## src/rtl/network_tx_interface.sv

```systemverilog
// Transmit network interface: buffers host flits and releases whole packets to the
// router injection port once their tail flit has been stored.
module network_tx_interface #(
  parameter int FLIT_WIDTH = 64,
  parameter int DEPTH_LOG2 = 6
) (
  input  logic                  clk,
  input  logic                  rst,
  input  logic [FLIT_WIDTH-1:0] host_flit,
  input  logic                  host_tail,
  input  logic                  host_we,
  output logic                  host_ready,
  output logic [FLIT_WIDTH-1:0] flit_out,
  output logic                  tail_out,
  output logic                  valid_out,
  input  logic                  out_ready,
  output logic [1:0]            tx_state,
  output logic [DEPTH_LOG2:0]   count,
  output logic [DEPTH_LOG2:0]   pkt_count,
  output logic                  overflow,
  output logic                  stuck_err
);

  localparam int DEPTH = 1 << DEPTH_LOG2;
  localparam logic [DEPTH_LOG2:0]   CNT_FULL = (DEPTH_LOG2 + 1)'(DEPTH);
  localparam logic [DEPTH_LOG2:0]   CNT_ONE  = (DEPTH_LOG2 + 1)'(1);
  localparam logic [DEPTH_LOG2-1:0] PTR_ONE  = DEPTH_LOG2'(1);

  typedef enum logic {IDLE, SEND} state_e;
  typedef enum logic [1:0] {TX_EMPTY = 2'd0, TX_VACANT = 2'd1, TX_FULL = 2'd2} tx_state_e;

  state_e                  state_q, state_d;
  logic [DEPTH_LOG2-1:0]   wr_ptr_q, wr_ptr_d;
  logic [DEPTH_LOG2-1:0]   rd_ptr_q, rd_ptr_d;
  logic [DEPTH_LOG2:0]     count_q, count_d;
  logic [DEPTH_LOG2:0]     pkt_count_q, pkt_count_d;
  logic                    overflow_q, overflow_d;
  logic                    stuck_err_q, stuck_err_d;

  // Each entry is {tail, flit}.
  logic [FLIT_WIDTH:0]     mem [DEPTH];
  logic [FLIT_WIDTH:0]     head;
  logic                    push, pop, tail_push, tail_pop;

  assign host_ready = (count_q != CNT_FULL);
  assign valid_out  = (state_q == SEND);
  assign head       = mem[rd_ptr_q];
  assign flit_out   = head[FLIT_WIDTH-1:0];
  assign tail_out   = head[FLIT_WIDTH];

  assign push      = host_we & host_ready;
  assign pop       = valid_out & out_ready;
  assign tail_push = push & host_tail;
  assign tail_pop  = pop & tail_out;

  assign count     = count_q;
  assign pkt_count = pkt_count_q;
  assign overflow  = overflow_q;
  assign stuck_err = stuck_err_q;

  always_comb begin
    // NOTE: every output of this block gets a default first, so no path can infer a latch.
    state_d     = state_q;
    wr_ptr_d    = wr_ptr_q;
    rd_ptr_d    = rd_ptr_q;
    count_d     = count_q;
    pkt_count_d = pkt_count_q;
    tx_state    = TX_VACANT;

    if (push) wr_ptr_d = wr_ptr_q + PTR_ONE;
    if (pop)  rd_ptr_d = rd_ptr_q + PTR_ONE;

    unique case ({push, pop})
      2'b10:   count_d = count_q + CNT_ONE;
      2'b01:   count_d = count_q - CNT_ONE;
      default: count_d = count_q;
    endcase

    unique case ({tail_push, tail_pop})
      2'b10:   pkt_count_d = pkt_count_q + CNT_ONE;
      2'b01:   pkt_count_d = pkt_count_q - CNT_ONE;
      default: pkt_count_d = pkt_count_q;
    endcase

    // Returning to IDLE after each tail enforces the inter-packet gap.
    unique case (state_q)
      IDLE:    if (pkt_count_q != '0) state_d = SEND;
      SEND:    if (tail_pop)          state_d = IDLE;
      default: state_d = IDLE;
    endcase

    if (count_q == '0)          tx_state = TX_EMPTY;
    else if (count_q == CNT_FULL) tx_state = TX_FULL;

    overflow_d  = host_we & ~host_ready;
    // A full buffer with no complete packet can never drain; only reset recovers it.
    stuck_err_d = stuck_err_q | ((count_q == CNT_FULL) && (pkt_count_q == '0));
  end

  always_ff @(posedge clk) begin
    // NOTE: state registers use non-blocking assignments so every flop samples pre-edge values.
    if (rst) begin
      state_q     <= IDLE;
      wr_ptr_q    <= '0;
      rd_ptr_q    <= '0;
      count_q     <= '0;
      pkt_count_q <= '0;
      overflow_q  <= 1'b0;
      stuck_err_q <= 1'b0;
    end else begin
      state_q     <= state_d;
      wr_ptr_q    <= wr_ptr_d;
      rd_ptr_q    <= rd_ptr_d;
      count_q     <= count_d;
      pkt_count_q <= pkt_count_d;
      overflow_q  <= overflow_d;
      stuck_err_q <= stuck_err_d;
    end
  end

  // NOTE: the storage array has no reset; entries are only read once count says they are valid.
  always_ff @(posedge clk) begin
    if (push) mem[wr_ptr_q] <= {host_tail, host_flit};
  end

endmodule

```

## config.mk

```make
export PLATFORM = sky130hd
export DESIGN_NAME = network_tx_interface
export DESIGN_NICKNAME = d
export VERILOG_FILES = /design/src/rtl/network_tx_interface.sv
export SDC_FILE = /design/constraint.sdc
export NUM_CORES = 2
export LEC_CHECK = 0
export CAP_MARGIN = 20
export CORE_MARGIN = 4
export CORE_UTILIZATION = 56
export DETAILED_ROUTE_END_ITERATION = 16
export PLACE_DENSITY_LB_ADDON = 0.1
export SLEW_MARGIN = 20
export SYNTH_ARGS = -nofsm -noshare
export SYNTH_HDL_FRONTEND = slang
export SYNTH_MEMORY_MAX_BITS = 65536
export SYNTH_SLANG_ARGS = --single-unit
```

## constraint.sdc

```tcl
create_clock -name clk -period 4.58 [get_ports clk]
set_input_delay 0.687 -clock clk [delete_from_list [all_inputs] [get_ports clk]]
set_output_delay 0.687 -clock clk [all_outputs]
set_load 0.005 [all_outputs]
```

# Word level (Yosys, flattened, before mapping)
# Memory sizes are Yosys's and may differ from the RTL's. A register that Yosys moved wholly into a read port is not among the register bits.
# Index checks and enable logic that the tools add are counted.
[op_classes] add_sub_neg=6 n_eq_ne=6 muxes=11 n_bitwise=8 reduce_logical=6
[ops] cell="one-hot mux 7 bit (2 select lines)" n=2
[ops] cell="adder 7 x 1 -> 7 bit, second input constant" n=2
[ops] cell="zero test 7 bit" n=2
[ops] cell="subtractor 7 x 1 -> 7 bit, second input constant" n=2
[ops] cell="adder 6 x 1 -> 6 bit, second input constant" n=2
[ops] cell="2-to-1 mux 6 bit" n=2
[ops] cell="== test 7 bit, second input constant" n=1
[ops] cell="!= test 7 bit, second input constant" n=1
[ops] cell="nonzero test 7 bit" n=1
[ops] cell="bitwise AND 1 bit" n=5
[ops] cell="== test 2 x 1 -> 1 bit, second input constant" n=2
[ops] cell="== test 2 bit, second input constant" n=2
[ops] cell="2-to-1 mux 1 bit" n=4
[ops] cell="2-to-1 mux 2 bit" n=2
[ops] cell="nonzero test 2 bit" n=2
[ops] cell="NOT 1 bit" n=2
[ops] cell="one-hot mux 1 bit (2 select lines)" n=1
[ops] cell="logical AND 1 bit" n=1
[ops] cell="OR 1 bit" n=1
[totals] ff_bits=29 ramBits=4160 inputBits=69 output_inout_bits=85 word_cells=45 n_memories=1
[memory_table] name="mem" words=64 width=65 read_ports=1 rd_clocked_by_memory_dff=1 wr=1 line="41" rtl="logic [FLIT_WIDTH:0] mem [DEPTH];"

# Logic depth before layout (Yosys ltp)
[depth] ltp_word=5 mapped_depth=18

# Least setup slack after synthesis
# OpenSTA, ideal clock, no wires.
[synth_path] path_type="register to register" start="register count_q[0] (netlist: count[0])" end="memory mem[63][0] (netlist name) (enable)" setup_time_ps=489 arrival_ps=4047 t_required_ps=4091 path_slack_ps=45 stages_incl_launch_ff=7 cell_sequence="dfxtp_1 -> nor4_1 -> nand3_1 -> and3_1 -> clkbuf_1 -> nand3_1 -> nor2_1"
[synth_via] elab_chain_cells=4
[synth_rtl] item="from (decl)" line="35" rtl="logic [DEPTH_LOG2:0] count_q, count_d;"
[synth_rtl] item="from (signal assigned)" line="114" rtl="count_q <= count_d;"
[synth_rtl] item="!= test 7 bit" line="45" rtl="assign host_ready = (count_q != CNT_FULL);"
[synth_rtl] item="named net host_ready" line="12" rtl="output logic host_ready,"
[synth_rtl] item="bitwise AND 1 bit" line="51" rtl="assign push = host_we & host_ready;"
[synth_rtl] item="2-to-1 mux 1 bit" line="123" rtl="if (push) mem[wr_ptr_q] <= {host_tail, host_flit};"
[synth_rtl] item="2-to-1 mux 1 bit (implied by the code)" line="123"
[synth_rtl] item="to (decl)" line="41"
# The timed path passes the listed nets, and every way through them passes these cells.

==> reports/metrics.cfg <==
[status]
outcome = finished, final reports clean

[synthesis]
synthTopCellsByCount = edfxtp_1, mux4_2, clkbuf_1, a22oi_1, nor2_1
syn_avg_cell_area_sq_um = 25.2
synthCells = 6300
yosysMostFrequentCell = edfxtp_1
synth_seq_cells = 4195
syn-num-nets = 6385
synth.largest_area_cell = edfxtp_1
synth_seq_area_share_pct = 79.0
synth_top_area_share_pct = 78.5
yosys_most_used_dff = edfxtp_1
synth_area_sq_um = 159000
synth_area_leaders = edfxtp_1, mux4_2, a22oi_1
yosys.cell_types.count = 45
ys_warn_count = 0
async_reset_ff_share_pct = 0
synth_edf_count = 4160

[global_routing]
grt_pass1_wl_mm = 631
gr-total-overflow = 0
track_usage_pct = 31.5
grt_antenna_before_repair = 41
grt_max_degree = 66
grt_pass1_vias = 76300

[sta]
whs_ns = 0.157
rsz0062_at_grt = true
layout_setup_ws_ns = 0.0500
period_minus_slack_ns = 4.53
slew_headroom_pct = 24.4
setup_viol = 0
fin_crit_sh_pct = 98.9
finalSetupTns_ns = 0
fmax_mhz = 221
fin_skew_ns = 0.0382
tightest_slew_ns = 1.13
slew_violations = 0
final_hold_viol_count = 0

[power]
total_power_uw = 84100
power_switching_uw = 18000
leakagePower_uw = 0.0567
internal_power_uw = 66000
power_frac_clock_pct = 39.9
irDropWorstVdd_mv = 0.357
powerDensity_nw_per_um2 = 451
comb_power_share_pct = 9.6
power_frac_seq_pct = 50.5
swShare_pct = 21.5

[floorplanning]
chipWidth_um = 541
design.die.area_sq_um = 293000
fp.coreArea_sq_um = 283000
io_pins = 154
rows = 195
die_h_um = 541
initial_core_util_pct = 56.3

[clocking]
ctsHoldBuffers = 0
cts_buffer_depth = 4
cts_tree = done
clock-sinks = 4195
clkTransAtPathRegs_ns = 0.06
root_buffer = clkbuf_16
htreeDepth = 5
clk_latency_ns = 0.95
numCtsBuffers = 419

[route]
routedWlPerCell_um = 41.0
met3WireLength_mm = 50.1
wl_met1_mm = 173
met2_wirelength_mm = 218
vias = 77600
wirelength_mm = 457
dr.max_layer_used = met5
viasPerCell = 6.97
antenna_left = 0
drcViolationCount = 0
first_pass_iters = 5
initialDrtViolationCount = 11100

[cells_and_area]
fin_util_pct = 66.0
multiInputGateArea_sq_um = 33000
nFillCells = 17700
layout.nets = 7123
syn_to_final_growth_pct = 17.2
regArea_sq_um = 126000
layout-drive-gt1-share_pct = 36.0

[worst_setup_path]
r2r_end = pkt_count[6]
rrSetupSlack_ns = 0.16
slowest_delay_ns = 0.50
crit_family = buffers and inverters
cp_data_required_time_ns = 3.89
crit_path_max_fanout = 5
arrival_ns = 3.84
cp_num_buf_inv = 7
crit_path_start_kind = flop
crit_slowest_cell = mux4_2
timing.setup.critical_path_class = reg -> out
crit_path_cell_trace = buf_12 -> buf_12 -> buf_16 -> buf_16 -> buf_4 -> mux4_2 -> mux4_2 -> a22oi_2 -> nand2_1 -> buf_4 -> dlygate4sd2_1
crit_cells = 11
end_kind = output port
rr_worst_depth = 15

[hold_path]
hp-class = in -> reg
hold_end = mem[23][25]
min_path_cells = 1
min_from = host_flit[25]

[placed_design]
place.gp.congestion = 0.768
portBuffers = 153
hpwl_mm = 219
place_ws_ns = 0.265

[job]
cap_violations = 0

[logic make-up (layout without fill, tap and decap cells)]
| logic type | Yosys count | after routing | synth area share [%] |
|---|---|---|---|
| simple gates | 244 | 244 | 0.662 |
| other cells | 0 | 10 | 0 |
| compound gates | 176 | 176 | 0.802 |
| xor+xnor | 15 | 15 | 0.0826 |
| flops | 4195 | 4195 | 79.0 |
| fa+ha+maj | 16 | 16 | 0.135 |
| buf+inv | 344 | 1422 | 0.956 |
| mux | 1310 | 1310 | 18.4 |
[through the flow]
stage	cell area, sq um	instances
3_5_place_dp	168000	10200
3_3_place_gp	168000	10200
5_1_grt	186000	11100
6_report	186000	11100
2_1_floorplan	159000	6300
4_1_cts	186000	11100
[power by group through the flow]
stage	logic, uW	clock network, uW	registers, uW
2_1_floorplan	4100	0	43300
3_3_place_gp	6430	0	43300
3_5_place_dp	6500	0	43300
4_1_cts	8040	33900	42500
5_1_grt	8520	35600	42500
6_report	8060	33500	42500
[worst max-delay path by stage]
stage / startpoint / end / slack [ns]
after floorplan: count[0] / mem[63][0] / 0.04
after global placement: flop / pkt_count[6] / 0.12
after detailed placement: flop / flit_out[10] / 0.26
after CTS: flop / flit_out[10] / -0.16
after global routing: flop / flit_out[25] / -0.05
final: flop / flit_out[23] / 0.05
[layout make-up]
class	count	share of cell area [%]
diodes	10	0.0134
inverters	9	0.0208
clock buffers	516	5.91
repair buffers	652	5.20
flip-flops and latches	4195	67.4
clock inverters	245	1.25
multi-input cells	1761	17.7
well taps	3743	2.51
[placed cells by master, fill, tap and decap left out, drive strengths merged, types with 3 or more instances in the layout]
| cell type | count |
|---|---|
| clkinvlp | 14 |
| bufinv | 39 |
| clkinv | 184 |
| xnor2 | 6 |
| nor4 | 4 |
| o31ai | 3 |
| ha | 14 |
| clkbuf | 518 |
| buf | 556 |
| clkdlybuf4s15 | 10 |
| clkdlybuf4s50 | 29 |
| mux4 | 1288 |
| xor2 | 9 |
| mux2i | 19 |
| nor2b | 12 |
| nor3 | 5 |
| a21oi | 15 |
| or3 | 4 |
| a21o | 9 |
| nand2b | 5 |
| nand2 | 86 |
| nand3 | 10 |
| dlymetal6s2s | 6 |
| dfxtp | 35 |
| o21ai | 5 |
| bufbuf | 22 |
| a22oi | 132 |
| mux2 | 3 |
| edfxtp | 4160 |
| and2 | 3 |
| diode | 10 |
| dlygate4sd2 | 27 |
| nor2 | 102 |
| inv | 17 |
[per-layer routing]
| metal | track usage (%) | vias up |
|---|---|---|
| li1 | - | 29200 |
| met1 | 46.6 | 42800 |
| met2 | 49.1 | 4736 |
| met3 | 5.69 | 856 |
| met4 | 9.36 | 38 |
| met5 | 0 | - |
[registers in the layout, summed over array words and instances (netlist names), named ones only]
signal	count
pkt_count	7
rd_ptr_q	6
wr_ptr_q	6
valid_out	1
count	7
stuck_err	1
mem	4160
overflow	1
[timing repair]
action                                  4_1_cts  5_1_grt
endpoints found under the setup margin       65       22
gates resized for setup                     421       40
gates cloned                                 71        1
buffers inserted                            101       31
pin swaps                                    66       21
Note: power is estimated with default switching activity, not from simulation.
